## config.mk

```make
export PLATFORM = sky130hd
export DESIGN_NAME = id_decode_ctrl
export DESIGN_NICKNAME = d
export VERILOG_FILES = /design/src/rtl/riscv_id_pkg.sv /design/src/rtl/id_opcode_decoder.sv /design/src/rtl/id_decode_ctrl.sv
export SDC_FILE = /design/constraint.sdc
export NUM_CORES = 1
export LEC_CHECK = 0
export ABC_CLOCK_PERIOD_IN_PS = 2400
export BUFFER_PORTS_ARGS = -buffer_cell sky130_fd_sc_hd__buf_2
export CAP_MARGIN = 20
export CORE_ASPECT_RATIO = 1.4
export CORE_MARGIN = 2
export CORE_UTILIZATION = 48
export DETAILED_ROUTE_END_ITERATION = 8
export PLACE_DENSITY = 0.89
export SLEW_MARGIN = 0
export SYNTH_ARGS = -nofsm -noshare
export SYNTH_HDL_FRONTEND = slang
export SYNTH_SLANG_ARGS = --single-unit
```

## constraint.sdc

```tcl
create_clock -name clk -period 2.4 [get_ports clk]
set_input_delay 0.24 -clock clk [delete_from_list [all_inputs] [get_ports clk]]
set_output_delay 0.24 -clock clk [all_outputs]
set_load 0.03 [all_outputs]
```

## src/rtl/riscv_id_pkg.sv

```systemverilog
// Shared decode types for the ID stage: immediate-select codes, opcodes, decoded control bundle.
// Latency: n/a (types and constants only).
// Backpressure: n/a.
package riscv_id_pkg;

  typedef enum logic [2:0] {
    IMM_U    = 3'b000,
    IMM_J    = 3'b001,
    IMM_S    = 3'b010,
    IMM_B    = 3'b011,
    IMM_I    = 3'b100,
    IMM_ISH  = 3'b101,
    IMM_IU   = 3'b110,
    IMM_NONE = 3'b111
  } imm_sel_e;

  localparam logic [6:0] OPC_LUI    = 7'h37;
  localparam logic [6:0] OPC_AUIPC  = 7'h17;
  localparam logic [6:0] OPC_JAL    = 7'h6F;
  localparam logic [6:0] OPC_JALR   = 7'h67;
  localparam logic [6:0] OPC_BRANCH = 7'h63;
  localparam logic [6:0] OPC_LOAD   = 7'h03;
  localparam logic [6:0] OPC_STORE  = 7'h23;
  localparam logic [6:0] OPC_OPIMM  = 7'h13;
  localparam logic [6:0] OPC_OP     = 7'h33;
  localparam logic [6:0] OPC_FENCE  = 7'h0F;
  localparam logic [6:0] OPC_SYSTEM = 7'h73;

  // Decoded control flags; uses_rs1/uses_rs2 only feed the load-use hazard check.
  typedef struct packed {
    imm_sel_e imm_sel;
    logic     is_load;
    logic     is_store;
    logic     is_branch;
    logic     is_jump;
    logic     reg_write;
    logic     illegal;
    logic     uses_rs1;
    logic     uses_rs2;
  } id_ctrl_t;

  localparam id_ctrl_t ID_CTRL_RESET = '{
    imm_sel:   IMM_NONE,
    is_load:   1'b0,
    is_store:  1'b0,
    is_branch: 1'b0,
    is_jump:   1'b0,
    reg_write: 1'b0,
    illegal:   1'b0,
    uses_rs1:  1'b0,
    uses_rs2:  1'b0
  };

endpackage

```

## src/rtl/id_opcode_decoder.sv

```systemverilog
// Opcode/funct3 decoder: raw instruction word -> immediate select and control flags.
// Latency: purely combinational.
// Backpressure: none; caller decides when the result is registered.
module id_opcode_decoder
  import riscv_id_pkg::*;
(
  input  logic [31:0] instr_i,
  output id_ctrl_t    ctrl_o
);

  logic [6:0] opcode;
  logic [2:0] funct3;
  logic       rd_nz;

  assign opcode = instr_i[6:0];
  assign funct3 = instr_i[14:12];
  assign rd_nz  = |instr_i[11:7];

  // Table decode; anything not listed is flagged illegal with no immediate.
  always_comb begin
    ctrl_o = ID_CTRL_RESET;
    case (opcode)
      OPC_LUI, OPC_AUIPC: begin
        ctrl_o.imm_sel   = IMM_U;
        ctrl_o.reg_write = rd_nz;
      end
      OPC_JAL: begin
        ctrl_o.imm_sel   = IMM_J;
        ctrl_o.is_jump   = 1'b1;
        ctrl_o.reg_write = rd_nz;
      end
      OPC_JALR: begin
        ctrl_o.imm_sel   = IMM_I;
        ctrl_o.is_jump   = 1'b1;
        ctrl_o.reg_write = rd_nz;
        ctrl_o.uses_rs1  = 1'b1;
      end
      OPC_BRANCH: begin
        ctrl_o.imm_sel   = IMM_B;
        ctrl_o.is_branch = 1'b1;
        ctrl_o.uses_rs1  = 1'b1;
        ctrl_o.uses_rs2  = 1'b1;
      end
      OPC_LOAD: begin
        ctrl_o.imm_sel   = IMM_I;
        ctrl_o.is_load   = 1'b1;
        ctrl_o.reg_write = rd_nz;
        ctrl_o.uses_rs1  = 1'b1;
      end
      OPC_STORE: begin
        ctrl_o.imm_sel   = IMM_S;
        ctrl_o.is_store  = 1'b1;
        ctrl_o.uses_rs1  = 1'b1;
        ctrl_o.uses_rs2  = 1'b1;
      end
      OPC_OPIMM: begin
        ctrl_o.imm_sel   = (funct3 == 3'b001 || funct3 == 3'b101) ? IMM_ISH : IMM_I;
        ctrl_o.reg_write = rd_nz;
        ctrl_o.uses_rs1  = 1'b1;
      end
      OPC_OP: begin
        ctrl_o.imm_sel   = IMM_NONE;
        ctrl_o.reg_write = rd_nz;
        ctrl_o.uses_rs1  = 1'b1;
        ctrl_o.uses_rs2  = 1'b1;
      end
      OPC_FENCE: begin
        ctrl_o.imm_sel   = IMM_NONE;
      end
      OPC_SYSTEM: begin
        ctrl_o.imm_sel   = IMM_IU;
        ctrl_o.reg_write = rd_nz;
        // CSR register forms (funct3 001..011) read rs1; immediate forms carry zimm there.
        ctrl_o.uses_rs1  = (funct3 != 3'b000) && !funct3[2];
      end
      default: begin
        ctrl_o.imm_sel   = IMM_NONE;
        ctrl_o.illegal   = 1'b1;
      end
    endcase
  end

endmodule

```

## src/rtl/id_decode_ctrl.sv

```systemverilog
// ID-stage control: decodes IF instructions into a one-entry ID/EX slot, inserts load-use bubbles, honours flush.
// Latency: 1 cycle from accepted input to out_valid.
// Backpressure: in_ready drops while the slot is held by EX or a load-use hazard exists (ID_LOAD_USE_STALL_EN); flush forces in_ready.
module id_decode_ctrl
  import riscv_id_pkg::*;
#(
  parameter int XLEN = 32
) (
  input  logic            clk,
  input  logic            rst_n,
  input  logic            in_valid,
  output logic            in_ready,
  input  logic [31:0]     in_instr,
  input  logic [XLEN-1:0] in_pc,
  input  logic            flush,
  output logic            out_valid,
  input  logic            out_ready,
  output logic [24:0]     out_payload,
  output logic [2:0]      out_imm_sel,
  output logic [XLEN-1:0] out_pc,
  output logic [4:0]      out_rd,
  output logic [4:0]      out_rs1,
  output logic [4:0]      out_rs2,
  output logic            out_is_load,
  output logic            out_is_store,
  output logic            out_is_branch,
  output logic            out_is_jump,
  output logic            out_reg_write,
  output logic            out_illegal
);

  id_ctrl_t        dec;
  id_ctrl_t        ctrl_d, ctrl_q;
  logic            valid_d, valid_q;
  logic [24:0]     payload_d, payload_q;
  logic [XLEN-1:0] pc_d, pc_q;
  logic            hazard;
  logic            load;
  logic [4:0]      in_rs1, in_rs2;
  logic            unused_ok;

  id_opcode_decoder u_dec (
    .instr_i (in_instr),
    .ctrl_o  (dec)
  );

  assign in_rs1 = in_instr[19:15];
  assign in_rs2 = in_instr[24:20];

  // Register indices live inside the stored payload (payload bit k = instr bit k+7).
  assign out_rd  = payload_q[4:0];
  assign out_rs1 = payload_q[12:8];
  assign out_rs2 = payload_q[17:13];

`ifdef ID_LOAD_USE_STALL_EN
  // Stall while a load in the slot writes a register the incoming instruction actually reads.
  assign hazard = in_valid && valid_q && ctrl_q.is_load && (out_rd != 5'd0) &&
                  ((dec.uses_rs1 && (in_rs1 == out_rd)) ||
                   (dec.uses_rs2 && (in_rs2 == out_rd)));
`else
  // Forwarding downstream resolves load-use; never stall here.
  assign hazard = 1'b0;
`endif

  // Operand-use flags only matter to the hazard check; sink them so every build is lint-clean.
  assign unused_ok = ^{dec.uses_rs1, dec.uses_rs2, ctrl_q.uses_rs1, ctrl_q.uses_rs2, in_rs1, in_rs2};

  assign in_ready = flush || ((!valid_q || out_ready) && !hazard);
  assign load     = in_valid && in_ready && !flush;

  // Slot next state: flush kills, accept loads, consume empties, otherwise hold.
  always_comb begin
    valid_d   = valid_q;
    payload_d = payload_q;
    pc_d      = pc_q;
    ctrl_d    = ctrl_q;
    if (flush) begin
      valid_d = 1'b0;
    end else if (load) begin
      valid_d   = 1'b1;
      payload_d = in_instr[31:7];
      pc_d      = in_pc;
      ctrl_d    = dec;
    end else if (out_ready) begin
      valid_d = 1'b0;
    end
  end

  // ID/EX slot register; reset clears the slot and parks imm_sel on the zero-immediate code.
  always_ff @(posedge clk or negedge rst_n) begin
    if (!rst_n) begin
      valid_q   <= 1'b0;
      payload_q <= '0;
      pc_q      <= '0;
      ctrl_q    <= ID_CTRL_RESET;
    end else begin
      valid_q   <= valid_d;
      payload_q <= payload_d;
      pc_q      <= pc_d;
      ctrl_q    <= ctrl_d;
    end
  end

  assign out_valid     = valid_q;
  assign out_payload   = payload_q;
  assign out_pc        = pc_q;
  assign out_imm_sel   = ctrl_q.imm_sel;
  assign out_is_load   = ctrl_q.is_load;
  assign out_is_store  = ctrl_q.is_store;
  assign out_is_branch = ctrl_q.is_branch;
  assign out_is_jump   = ctrl_q.is_jump;
  assign out_reg_write = ctrl_q.reg_write;
  assign out_illegal   = ctrl_q.illegal;

endmodule

```

After elaboration in Yosys (flattened, before gate mapping)
Cells that the tools add are included.
{ "totals": {"ff_bits": 67, "input_bits": 69, "out_inout_bits": 83, "word_cells": 50} }
{ "op_classes": {"eq_ne": 13, "mux": 11, "n_bitwise": 1, "n_reduce_logical": 15} }
{ "ops": {"columns": ["operator", "count"], "rows": [
  ["== test 7 bit, second input constant", 4],
  ["== test 7 x 6 -> 1 bit, second input constant", 3],
  ["one-hot mux 3 bit (7 select lines)", 1],
  ["== test 7 x 5 -> 1 bit, second input constant", 2],
  ["OR reduction 11 bit", 1],
  ["two-way mux 1 bit", 10],
  ["OR reduction 8 bit", 1],
  ["== test 7 x 2 -> 1 bit, second input constant", 1],
  ["== test 7 x 4 -> 1 bit, second input constant", 1],
  ["OR reduction 2 bit", 3],
  ["OR reduction 5 bit", 1],
  ["== test 3 x 1 -> 1 bit, second input constant", 1],
  ["== test 3 bit, second input constant", 1],
  ["logical OR 1 bit", 3],
  ["nonzero test 3 bit", 1],
  ["logical AND 1 bit", 2],
  ["zero test 1 bit", 2],
  ["AND reduction 2 bit", 1],
  ["inverter 1 bit", 1]
]} }

Depth between registers and ports, before layout
Gate-level depths: netlist (run 1).
{ "depth": {"ltp_word": 7, "depth_mapped": 6, "depth_no_buf": 4} }

Hierarchy
From an unflattened synthesis (run 1), not the netlist that was laid out.
{ "unflattened": {"hier_cells": 212, "hier_area_um2": 2961.6} }
{ "by_module_without_submodules": {"columns": ["module", "n_inst", "cells_per_inst", "area_each_um2", "seq_area_each_um2"], "rows": [
  ["id_decode_ctrl", 1, 160, 2638.8, 1680.4],
  ["id_opcode_decoder", 1, 52, 322.8, 0.0]
]} }

Worst setup path before layout (run 1)
No wires, ideal clock.
{ "synth_path": {"kind": "reg-to-reg", "from": "register valid_q (netlist: out_valid)", "to": "register payload_q[0] (netlist: out_payload[0])", "setup_time_ps": 117, "arrival_time_ps": 1334, "required_time_ps": 2283, "path_slack_ps": 949, "stages_incl_launch_ff": 7, "path_buffers": 2, "period_less_slack_ps": 1451, "cell_sequence": "dfrtp_1 > nand2b_1 > or2b_2 > clkbuf_8 > buf_2 > nand2_1 > nand2_1"} }
{ "synth_via": {"elab_chain_len": 6} }
{ "synth_rtl": {"columns": ["item", "line", "rtl"], "rows": [
  ["start: declaration", "id_decode_ctrl.sv:34", "logic valid_d, valid_q;"],
  ["start signal: assignment", "id_decode_ctrl.sv:97", "valid_q <= valid_d;"],
  ["zero test 1 bit", "id_decode_ctrl.sv:68", "assign in_ready = flush || ((!valid_q || out_ready) && !hazard);"],
  ["logical OR 1 bit (2 in a row)", "id_decode_ctrl.sv:68", null],
  ["logical AND 1 bit (2 in a row)", "id_decode_ctrl.sv:69", "assign load = in_valid && in_ready && !flush;"],
  ["AND reduction 2 bit (no line)", null, null],
  ["end signal: assignment", "id_decode_ctrl.sv:98", "payload_q <= payload_d;"],
  ["end: declaration", "id_decode_ctrl.sv:35", "logic [24:0] payload_d, payload_q;"]
]} }
No other way between the ends.
A chain may end at the register's enable or synchronous reset.

Worst setup path after layout (run 1)
{ "layout_path": {"from": "register valid_q (netlist: out_valid)", "to": "register pc_q[2] (netlist: out_pc[2])"} }
{ "layout_via": {"elab_chain_len": 6} }
{ "layout_rtl": {"columns": ["item", "line", "rtl"], "rows": [
  ["zero test 1 bit", "id_decode_ctrl.sv:68", null],
  ["logical OR 1 bit (2 in a row)", "id_decode_ctrl.sv:68", null],
  ["logical AND 1 bit (2 in a row)", "id_decode_ctrl.sv:69", null],
  ["AND reduction 2 bit (no line)", null, null],
  ["end signal: assignment", "id_decode_ctrl.sv:99", "pc_q <= pc_d;"],
  ["end: declaration", "id_decode_ctrl.sv:36", "logic [XLEN-1:0] pc_d, pc_q;"]
]} }
No other way between the ends.

==> results of run 1 <==
## state kept, by name, summed over array words and instances (netlist names)
name / cells
out_is_jump: 1
out_pc: 32
out_valid: 1
out_is_branch: 1
out_illegal: 1
out_reg_write: 1
out_imm_sel: 3
out_payload: 25
out_is_store: 1
out_is_load: 1
## cell type report
type	instances	area share (%)
Clock inverter	6	2.95
Sequential cell	67	44.0
Tap cell	70	2.29
Timing Repair Buffer	156	21.2
Clock buffer	10	3.61
Multi-Input combinational cell	228	26.0
## repair_timing
action,4_1_cts,5_1_grt
setup buffers,0,0
hold endpoints to repair,24,0
endpoints found under the setup margin,0,0
hold buffers,1,0
## where the power goes
part           leakage [nW]  internal, mW  switching (mW)
combinational          1.26         0.252           0.641
sequential            0.832          1.28          0.0848
clock                 0.126         0.720           0.416
## tightest hold or removal path: cells and delay by family
kind          cells  cell delay [ns]
simple gates      2             0.08
buf+inv           1             0.07
## kinds of logic (layout without fill, tap and decap cells)
| logic type | after synthesis | after routing |
|---|---|---|
| AND/OR/NAND/NOR | 206 | 206 |
| AO/OA/AOI/OAI | 21 | 21 |
| flip-flops | 67 | 67 |
| buffers and inverters | 34 | 172 |
| XOR/XNOR | 1 | 1 |
## worst paths after layout
check	start	to	slack, ns
hold / removal	in_pc[22]	out_pc[22]$_DFFE_PN0P_	0.1
setup reg to reg	out_valid$_DFFE_PN0P_	out_pc[2]$_DFFE_PN0P_	0.65
hold reg to reg	out_payload[7]$_DFFE_PN0P_	out_payload[7]$_DFFE_PN0P_	0.47
setup / recovery	out_valid$_DFFE_PN0P_	out_pc[2]$_DFFE_PN0P_	0.65
max in group asynchronous	rst_n	out_payload[12]$_DFFE_PN0P_	1.18
min in group asynchronous	rst_n	out_payload[13]$_DFFE_PN0P_	0.48
## cell usage in the layout (no fill, tap or decap), types with 4 or more instances in the layout
cell	instances
a21oi_1	4
a31oi_1	5
buf_2	151
clkbuf_8	10
dfrtp_1	64
nand2_1	178
nor2_1	10
o21ai_0	4
## Yosys cell counts, drive strengths merged
library cell  instances  area (um^2)
nand2               178          668
dfrtp                64         1600
buf                  30          200
nor2                 10         37.5
a31oi                 5         31.3
a21oi                 4         20.0
clkbuf                4         45.0
o21ai                 4         20.0
dfstp                 3         78.8
o31ai                 3         22.5
or2b                  3         26.3
nand2b                2         12.5
nor2b                 2         15.0
a22o                  1         8.76
a32o                  1         10.0
and2                  1         6.26
and3                  1         6.26
and3b                 1         8.76
nand3                 1         5.00
nand3b                1         7.51
nand4b                1         8.76
nor3                  1         5.00
nor3b                 1         7.51
nor4b                 1         8.76
o211ai                1         7.51
o32ai                 1         8.76
o41ai                 1         8.76
or2                   1         6.26
or4                   1         7.51
xor2                  1         8.76
## per-layer routing
metal  vias up  share of wire, %  GRT usage, %
met5         -                 0             0
met4         0               1.1          8.65
met3         6               6.4          6.39
met2       103                55          37.9
met1      1200                38          20.9
li1       1280                 -             -
## stage by stage
stage / hold slack [ns] / setup WS [ns] / util, % / power [mW]
2_1_floorplan: -0.0556 / 0.949 / - / 2.02
3_3_place_gp: 0.305 / 0.658 / 60.7 / 2.26
3_5_place_dp: 0.317 / 0.597 / 60.7 / 2.29
4_1_cts: 0.0736 / 0.622 / 65.1 / 3.44
5_1_grt: 0.0747 / 0.507 / 65.1 / 3.56
6_report: 0.0978 / 0.650 / 65.1 / 3.39
==> results.md, run 1 <==
- Status: finished, final reports clean
- Largest family of logic cells by synthesized area: simple AND/OR/NAND/NOR gates
- Hold path depth: 3
- Die Y: approximately 96 um
- # placed instances: between 500 and 600
- Post-route ant nets: 0
- Layout Skew: 0.00599 ns
- Number of distinct library cells after synthesis: 34
- Fill cells: 485
- Rows: 33
- Hpwl dp: 5090 um
- Largest net degree at the start of global routing: between 40 and 50
- TritonCTS buffer count: 9
- Worst path depth: 5
- PwrDens: 889 nW/um^2
- CTS root buf: clkbuf_8
- Buf+Inv Stages, Crit Path: 1
- WP data arrival: 2.01 ns
- Max clock buf depth: 2
- Core area: just under 6000 um^2
- Fraction of the mapped netlist area in adder cells: 0%
- Die area: 6710 um^2
- RD Place Congestion: roughly 0.82
- Nets@finish: around 530
- Tot GR Track Use: 20.3%
- Avg WL per Cell: around 13 um
- Total grt overflow: 0
- Global-route wire length before repair: 10600 um
- RSZ-0062 raised after global routing: false
- Via count: 2589
- Leakage Power: ~2.2 nW
- Synth-to-layout area growth: 31.2%
- CP Data Required Time: 2.66 ns
- Post-synthesis mux area share: 0%
- Syn Std Cell Area: 2910 um^2
- Compound-cell area share of the yosys netlist: 4.73%
- Xor/xnor share of the synthesized area: less than 1%
- CTS tree: done
- HP Class: input pin to flop
- Dpl cell area: 3560 um^2
- Fin crit period: 1.75 ns
- Startpoint Class: flop
- CP dominant cell by count: nand2_1
- Simple-gate share of the synthesized area: 28.8%
- Register area: around 1700 um^2
- Area of the multi-input gates: around 990 um^2
- Slew margin rel.: around 51%
- 1st-pass router iterations: 6
- Crit-path slowest cell: or2b_2
- Worst slew pin tran: 0.742 ns
- # DRC: 0
- Layout cells sized above 1: 38.5%
- Critical Path, Cell by Cell: nand2b_1 -> or2b_2 -> buf_4 -> nand2_1 -> nand2_1
- ANT cells: 0
- Crit-path max cell delay: 0.67 ns
- Setup crit end kind: flop
- Initial Util: between 40% and 50%
- Crit Path Category: flop to flop
- Final setup viols: 0
- Flops & latches, synth: 67
- Vias in the first global route: 2412
- Finished Layout Cells: 537
- Final period util: around 73%
- Cell count after synthesis: between 300 and 400
- # H-tree levels: 3
- Sequential cell area fraction in the yosys report: roughly 58%
- Post-Route WL: 6880 um
- Synthesized Nets: 398
- CTS sink count: 67
- Crit-path leading delay family: simple AND/OR/NAND/NOR gates
- Max Clk Rate: 571 MHz
- Synthesis Warnings: 0
- Detailed Route Iter0 Violations: between 100 and 150
- Final Instance Area: approximately 3800 um^2
- R2r worst-path depth: 5
- Final hold viol count: 0
- Worst-path clk slew: 0.07 ns
- Post-CTS resize count: 0
- Max-Cap Viols: 0
- Slew Viols, Final: 0
- Critical path fanouts, max: 43
- Initial antenna violation count: 0
- Clk_lat worst skew: 0.32 ns
- Port buffer count: 151
- Avg Cell Area, Syn: 8.84 um^2
- Ports: between 150 and 200
- Setup TNS: 0 ns
- Post-DR vias/cell: 4.82
- Horiz. Die Dim: approximately 70 um
- Peak supply drop: about 450 uV
Note: power is estimated with default switching activity, not from simulation.
==> run 2: changes to the inputs <==
- ABC_AREA: default -> 1
- ABC_CLOCK_PERIOD_IN_PS: 2400 -> 1400
- CORE_UTILIZATION: 48 -> 41
- PLACE_DENSITY: 0.89 -> 0.81
- clock period: 2.4 -> 1.4 ns (I/O delays scaled with it)
==> results.md, run 2 <==
- Final period util: between 80% and 90%
- Max clock buf depth: 2
- Primary FF master, synth: dfrtp_1
- Leakage Power: between 2 and 3 nW
- Cell count after synthesis: 355
- Largest net degree at the start of global routing: 43
- Clk_lat worst skew: 0.34 ns
- # DRC: 0
- RSZ-0062 raised after global routing: false
- Commonest non-fill, non-tap cell in the layout: nand2_1
- Fill cells: 542
- Horiz. Die Dim: between 70 and 80 um
- Simple-gate share of the synthesized area: between 30% and 40%
- Sw Ratio: a little over a third
- Synthesized Nets: roughly 420
- Fraction of the mapped netlist area in adder cells: 0%
- Post-synthesis mux area share: 0%
- Vias in the first global route: 2889
- Port buffer count: 151
- Synth cell count leaders: nand2_1 (195), dfrtp_1 (64), buf_4 (19), inv_1 (12), nor2_1 (10)
- Setup TNS: 0 ns
- Max Clk Rate: 824 MHz
- Dominant cell type by area after synthesis: dfrtp_1
- Total grt overflow: 0
- Fin crit period: 1.21 ns
- Synthesis Warnings: 0
- RD Place Congestion: 0.854
- WP data arrival: 1.50 ns
- Xor/xnor share of the synthesized area: 0%
- Sequential cell area fraction in the yosys report: between 50 and 60%
- Worst r2r dst: out_illegal$_DFFE_PN0P_
- Ports: 152
- Hold_ws: 0.0240 ns
- # H-tree levels: 3
- TritonCTS buffer count: 9
- HP Class: input pin to flop
- Final setup viols: 0
- Register area: between 1500 and 2000 um^2
- Synth top area share: 54.1%
- Seq pwr share: between 40% and 50%
- 1st-pass router iterations: 4
- Die Y: between 100 and 150 um
- Number of distinct library cells after synthesis: 22
- Initial antenna violation count: 0
- Final hold viol count: 0
- Core area: ~7000 um^2
- Worst-path clk slew: 0.07 ns
- Area of the multi-input gates: 1020 um^2
- Tot GR Track Use: 20.8%
- Most frequent cells in the layout: nand2_1 (195), buf_2 (151), dfrtp_1 (64)
- Initial Util: 42.4%
- Avg Cell Area, Syn: 8.33 um^2
- Largest family of logic cells by synthesized area: simple AND/OR/NAND/NOR gates
- Global-route wire length before repair: around 13000 um
- Finished Layout Cells: 642
- R2R Setup Slk: 0.19 ns
- Worst slew pin tran: roughly 0.44 ns
- Avg WL per Cell: 12.4 um
- Hpwl dp: 5100 um
- CP Data Required Time: 1.68 ns
- Layout Skew: 0.00551 ns
- NetSw: roughly 2.0 mW
- Die area: 7920 um^2
- Clk pwr share: 30.5%
- Syn Std Cell Area: between 2000 and 3000 um^2
- Post-DR vias/cell: 4.54
- ANT cells: 0
- Crit Path Category: flop to flop
- Post-Route WL: 7960 um
- CTS root buf: clkbuf_8
- Post-route ant nets: 0
- Flops & latches, synth: 67
- Compound-cell area share of the yosys netlist: 2.62%
- Slew Viols, Final: 0
- Setup crit start: out_valid$_DFFE_PN0P_
- Setup crit end kind: flop
- Logic pwr share: 29.2%
- Post-layout util: 63.6%
- R2r worst-path depth: 6
- Critical R2R Launch: out_valid$_DFFE_PN0P_
- CP endpoint: out_illegal$_DFFE_PN0P_
- Synth-to-layout area growth: 50.1%
- Rows: 36
- PwrDens: approximately 1300 nW/um^2
- Pint: 3.80 mW
- Detailed Route Iter0 Violations: between 100 and 150
- Max-Cap Viols: 0
- Via count: slightly below 3k
- Async set-or-reset flop fraction in the synthesized netlist: 100%
- # placed instances: 578
- CTS tree: done
- Largest cells by area after synthesis: dfrtp_1 (54%), nand2_1 (25%), buf_4 (4.8%)
- Startpoint Class: flop
- Post-CTS Setup Bufs: 0
- Post-synth EDFFs: 0
- Max reg flops: 32
- Critical path fanouts, max: 42
- Status: finished, final reports clean
- CTS sink count: 67
- Peak supply drop: 613 uV
- Nets@finish: 611
- Slew margin rel.: 70.8%
- Layout cells sized above 1: 36.4%
- Most frequent cell after synthesis: nand2_1
-- run 2: cell count changes in the layout (fill, tap and decap cells not counted), moves of 4 or more --
cell / previous run / this run
dlygate4sd3_1: 1 / 48
nand2_1: 178 / 195
inv_1: 0 / 12
nand3_1: 1 / 8
nand2_2: 0 / 6
a31oi_1: 5 / 1
nand3_2: 0 / 4
-- run 2: layout make-up --
class,instances,area share (%)
flip-flops and latches,67,37.8
inverters,16,1.35
repair buffers,205,30.0
clock inverters,6,2.00
well taps,95,2.68
clock buffers,10,3.10
multi-input cells,243,23.0
-- run 2: critical path, cell delays in order (launching register included) --
cell and delay, ns:
dfrtp_1 0.39, nand2_1 0.08, nand3_2 0.13, buf_12 0.21, a31oi_1 0.20, nand3_2 0.09
nand2_1 0.06
-- run 2: stage by stage --
| step | worst slack (ns) | area [um^2] | power (mW) |
|---|---|---|---|
| finish | 0.186 | 4440 | 5.85 |
| global route | 0.0488 | 4440 | 6.16 |
| CTS | 0.166 | 4440 | 5.90 |
| detailed placement | 0.186 | 3730 | 3.99 |
| global placement | 0.223 | 3730 | 3.96 |
| floorplan | 0.148 | 2960 | 3.50 |
-- run 2: logic make-up (layout without fill, tap and decap cells) --
family                 Yosys count  after routing
AND/OR/NAND/NOR                230            230
flip-flops                      67             67
buffers and inverters           45            237
AO/OA/AOI/OAI                   13             13
-- run 2: worst min path at each step --
stage | cells after the start | slack, ns | startpoint | endpoint
detailed placement | 1 | 0.11 | rst_n | out_payload[4]$_DFFE_PN0P_
global placement | 1 | 0.1 | rst_n | out_payload[4]$_DFFE_PN0P_
CTS | 3 | 0.0003 | in_pc[5] | out_pc[5]$_DFFE_PN0P_
finish | 3 | 0.02 | in_pc[30] | out_pc[30]$_DFFE_PN0P_
global route | 3 | 0.03 | in_instr[14] | out_payload[7]$_DFFE_PN0P_
floorplan | 0 | -0.16 | rst_n | out_illegal$_DFFE_PN0P_
-- run 2: metal layers --
metal | vias up | wire length (um) | track usage (%)
met3 | 21 | 533 | 5.81
met1 | 1349 | 3230 | 23.4
met4 | 0 | 191 | 8.90
li1 | 1429 | - | -
met2 | 117 | 4000 | 35.2
met5 | - | 0 | 0
-- run 2: timing repair --
item | in CTS | in global routing
resized for setup | 0 | 0
hold buffers | 48 | 0
endpoints found under the setup margin | 0 | 0
endpoints found under the hold margin | 60 | 0
-- run 2: power by group through the flow --
stage | Clock (mW) | Combinational (mW) | Sequential [mW]
finish | 1.78 | 1.71 | 2.36
detailed placement | 0 | 1.60 | 2.39
global route | 1.91 | 1.86 | 2.40
CTS | 1.83 | 1.71 | 2.36
global placement | 0 | 1.58 | 2.38
floorplan | 0 | 0.571 | 2.93
==> run 3: changes to the inputs <==
- ABC_AREA: 1 -> default
- PLACE_DENSITY: 0.81 -> 0.82
- SKIP_LAST_GASP: default -> 1
==> results.md, run 3 (same netlist as run 1, synthesis figures left out) <==
- Final hold viol count: 0
- Rows: 36
- Final period util: a little over nine tenths
- Dpl cell area: between 3000 and 4000 um^2
- R2r worst-path depth: 5
- Commonest non-fill, non-tap cell in the layout: nand2_1
- Hpwl dp: 5250 um
- Fill cells: 595
- # H-tree levels: 3
- Max Clk Rate: 743 MHz
- PwrDens: around 1300 nW/um^2
- Hold path depth: 3
- Final WS setup: between 0.05 and 0.06 ns
- Hold_sp: in_pc[7]
- Hold Path End: out_pc[7]$_DFFE_PN0P_
- Hold_ws: 0.0185 ns
- Status: finished, final reports clean
- HP Class: input pin to flop
- Pre-CTS setup slack: 0.0684 ns
- Most frequent cells in the layout: nand2_1 (178), buf_2 (150), dfrtp_1 (63)
- WP data arrival: 1.21 ns
- Horiz. Die Dim: 75.2 um
- CTS tree: done
- # DRC: 0
- Port buffer count: 151
- RD Place Congestion: 0.815
- ANT cells: 0
- Worst r2r dst: out_payload[19]$_DFFE_PN0P_
- Crit Path Category: flop to output port
- Setup crit end kind: output port
- CTS root buf: clkbuf_8
- Post-Route WL: 8250 um
- Post-route ant nets: 0
- Final Instance Area: between 4000 and 5000 um^2
- Critical path fanouts, max: 3
- R2R Setup Slk: 0.07 ns
- Initial Util: 41.9%
- CTS sink count: 67
- Total grt overflow: 0
- Clk_lat worst skew: 0.34 ns
- Detailed Route Iter0 Violations: 184
- Largest net degree at the start of global routing: 68
- Global-route wire length before repair: 12800 um
- Worst slew pin tran: 0.360 ns
- Max reg flops: 32
- Leakage Power: 2.45 nW
- Tot GR Track Use: 21.4%
- Avg WL per Cell: around 13 um
- Post-DR vias/cell: 4.69
- Synth-to-layout area growth: 50.2%
- Slew Viols, Final: 0
- Initial antenna violation count: 0
- Vias in the first global route: 2857
- CP Data Required Time: 1.26 ns
- Nets@finish: 585
- 1st-pass router iterations: 4
- Ports: 152
- TritonCTS buffer count: 9
- Worst-path clk slew: approximately 0.070 ns
- Max-Cap Viols: 0
- Via count: between 2k and 3k
- Layout Skew: approximately 0.0063 ns
- Die area: 7790 um^2
- Crit-path slowest cell: dfrtp_2
- # placed instances: approximately 550
- Critical R2R Launch: out_valid$_DFFE_PN0P_
- Slew margin rel.: 76.0%
- Register area: 1680 um^2
- Max clock buf depth: 2
- Crit-path max cell delay: roughly 0.35 ns
- Startpoint Class: flop
- Area of the multi-input gates: 1000 um^2
- Critical Path, Cell by Cell: nand2b_1 -> or2_2 -> buf_6
- Fin crit period: 1.35 ns
- Finished Layout Cells: 616
- Layout cells sized above 1: 36.3%
- Peak supply drop: 710 uV
- Die Y: about 100 um
- Core area: 6940 um^2
- RSZ-0062 raised after global routing: true
- Final setup viols: 0
[run 3: cell count changes in the layout (fill, tap and decap cells not counted), moves of 4 or more]
cell / before / now
inv_1: 12 / 0
nand3_2: 4 / 0
buf_4: 2 / 8
nand2_1: 195 / 178
a31oi_1: 1 / 5
nand3_1: 8 / 1
nand2_2: 6 / 0
[run 3: area by class of cell]
type / count / share of cell area (%)
multi-input combinational: 228 / 22.9
timing repair buffer: 210 / 31.4
clock buffer: 11 / 3.24
sequential: 67 / 38.5
clock inverter: 5 / 1.20
tap: 95 / 2.72
[run 3: per-stage QoR]
stage               utilization, %  setup TNS [ns]  total power, mW
finish                        63.0               0             5.61
global route                  63.0         -0.0237             5.90
detailed placement            52.8               0             3.96
floorplan                        -               0             3.47
CTS                           62.4               0             5.65
global placement              52.8               0             3.91
[run 3: what timing repair did]
| action | in CTS | in global routing |
|---|---|---|
| buffers inserted | 0 | 4 |
| setup endpoints to repair | 1 | 30 |
| hold endpoints to repair | 110 | 0 |
| hold buffers | 47 | 0 |
| resized for setup | 1 | 2 |
[run 3: critical path, delay by kind of cell (launching register included)]
kind	cells	cell delay, ns
buffers and inverters	1	0.15
DFF	1	0.35
and+or+nand+nor	2	0.37
[run 3: worst max path at each step]
| stage | from | end | cells after the start |
|---|---|---|---|
| after floorplan | out_valid$_DFFE_PN0P_ | out_payload[0]$_DFFE_PN0P_ | 6 |
| after global placement | out_valid$_DFFE_PN0P_ | out_payload[19]$_DFFE_PN0P_ | 5 |
| after detailed placement | out_valid$_DFFE_PN0P_ | out_pc[10]$_DFFE_PN0P_ | 5 |
| after CTS | out_valid$_DFFE_PN0P_ | in_ready | 3 |
| after global routing | out_valid$_DFFE_PN0P_ | in_ready | 3 |
| final | out_valid$_DFFE_PN0P_ | in_ready | 3 |
[run 3: power breakdown]
group | internal (mW) | switching [mW] | total [mW]
Clock | 0.862 | 0.702 | 1.56
Sequential | 2.20 | 0.160 | 2.36
Combinational | 0.547 | 1.14 | 1.69
[run 3: metal layers]
metal	vias up	global-route usage [%]	share of wire, %
li1	1387	-	-
met1	1368	22.0	36
met2	115	38.8	56
met3	22	4.96	5.0
met4	0	10.3	2.9
met5	-	0	0
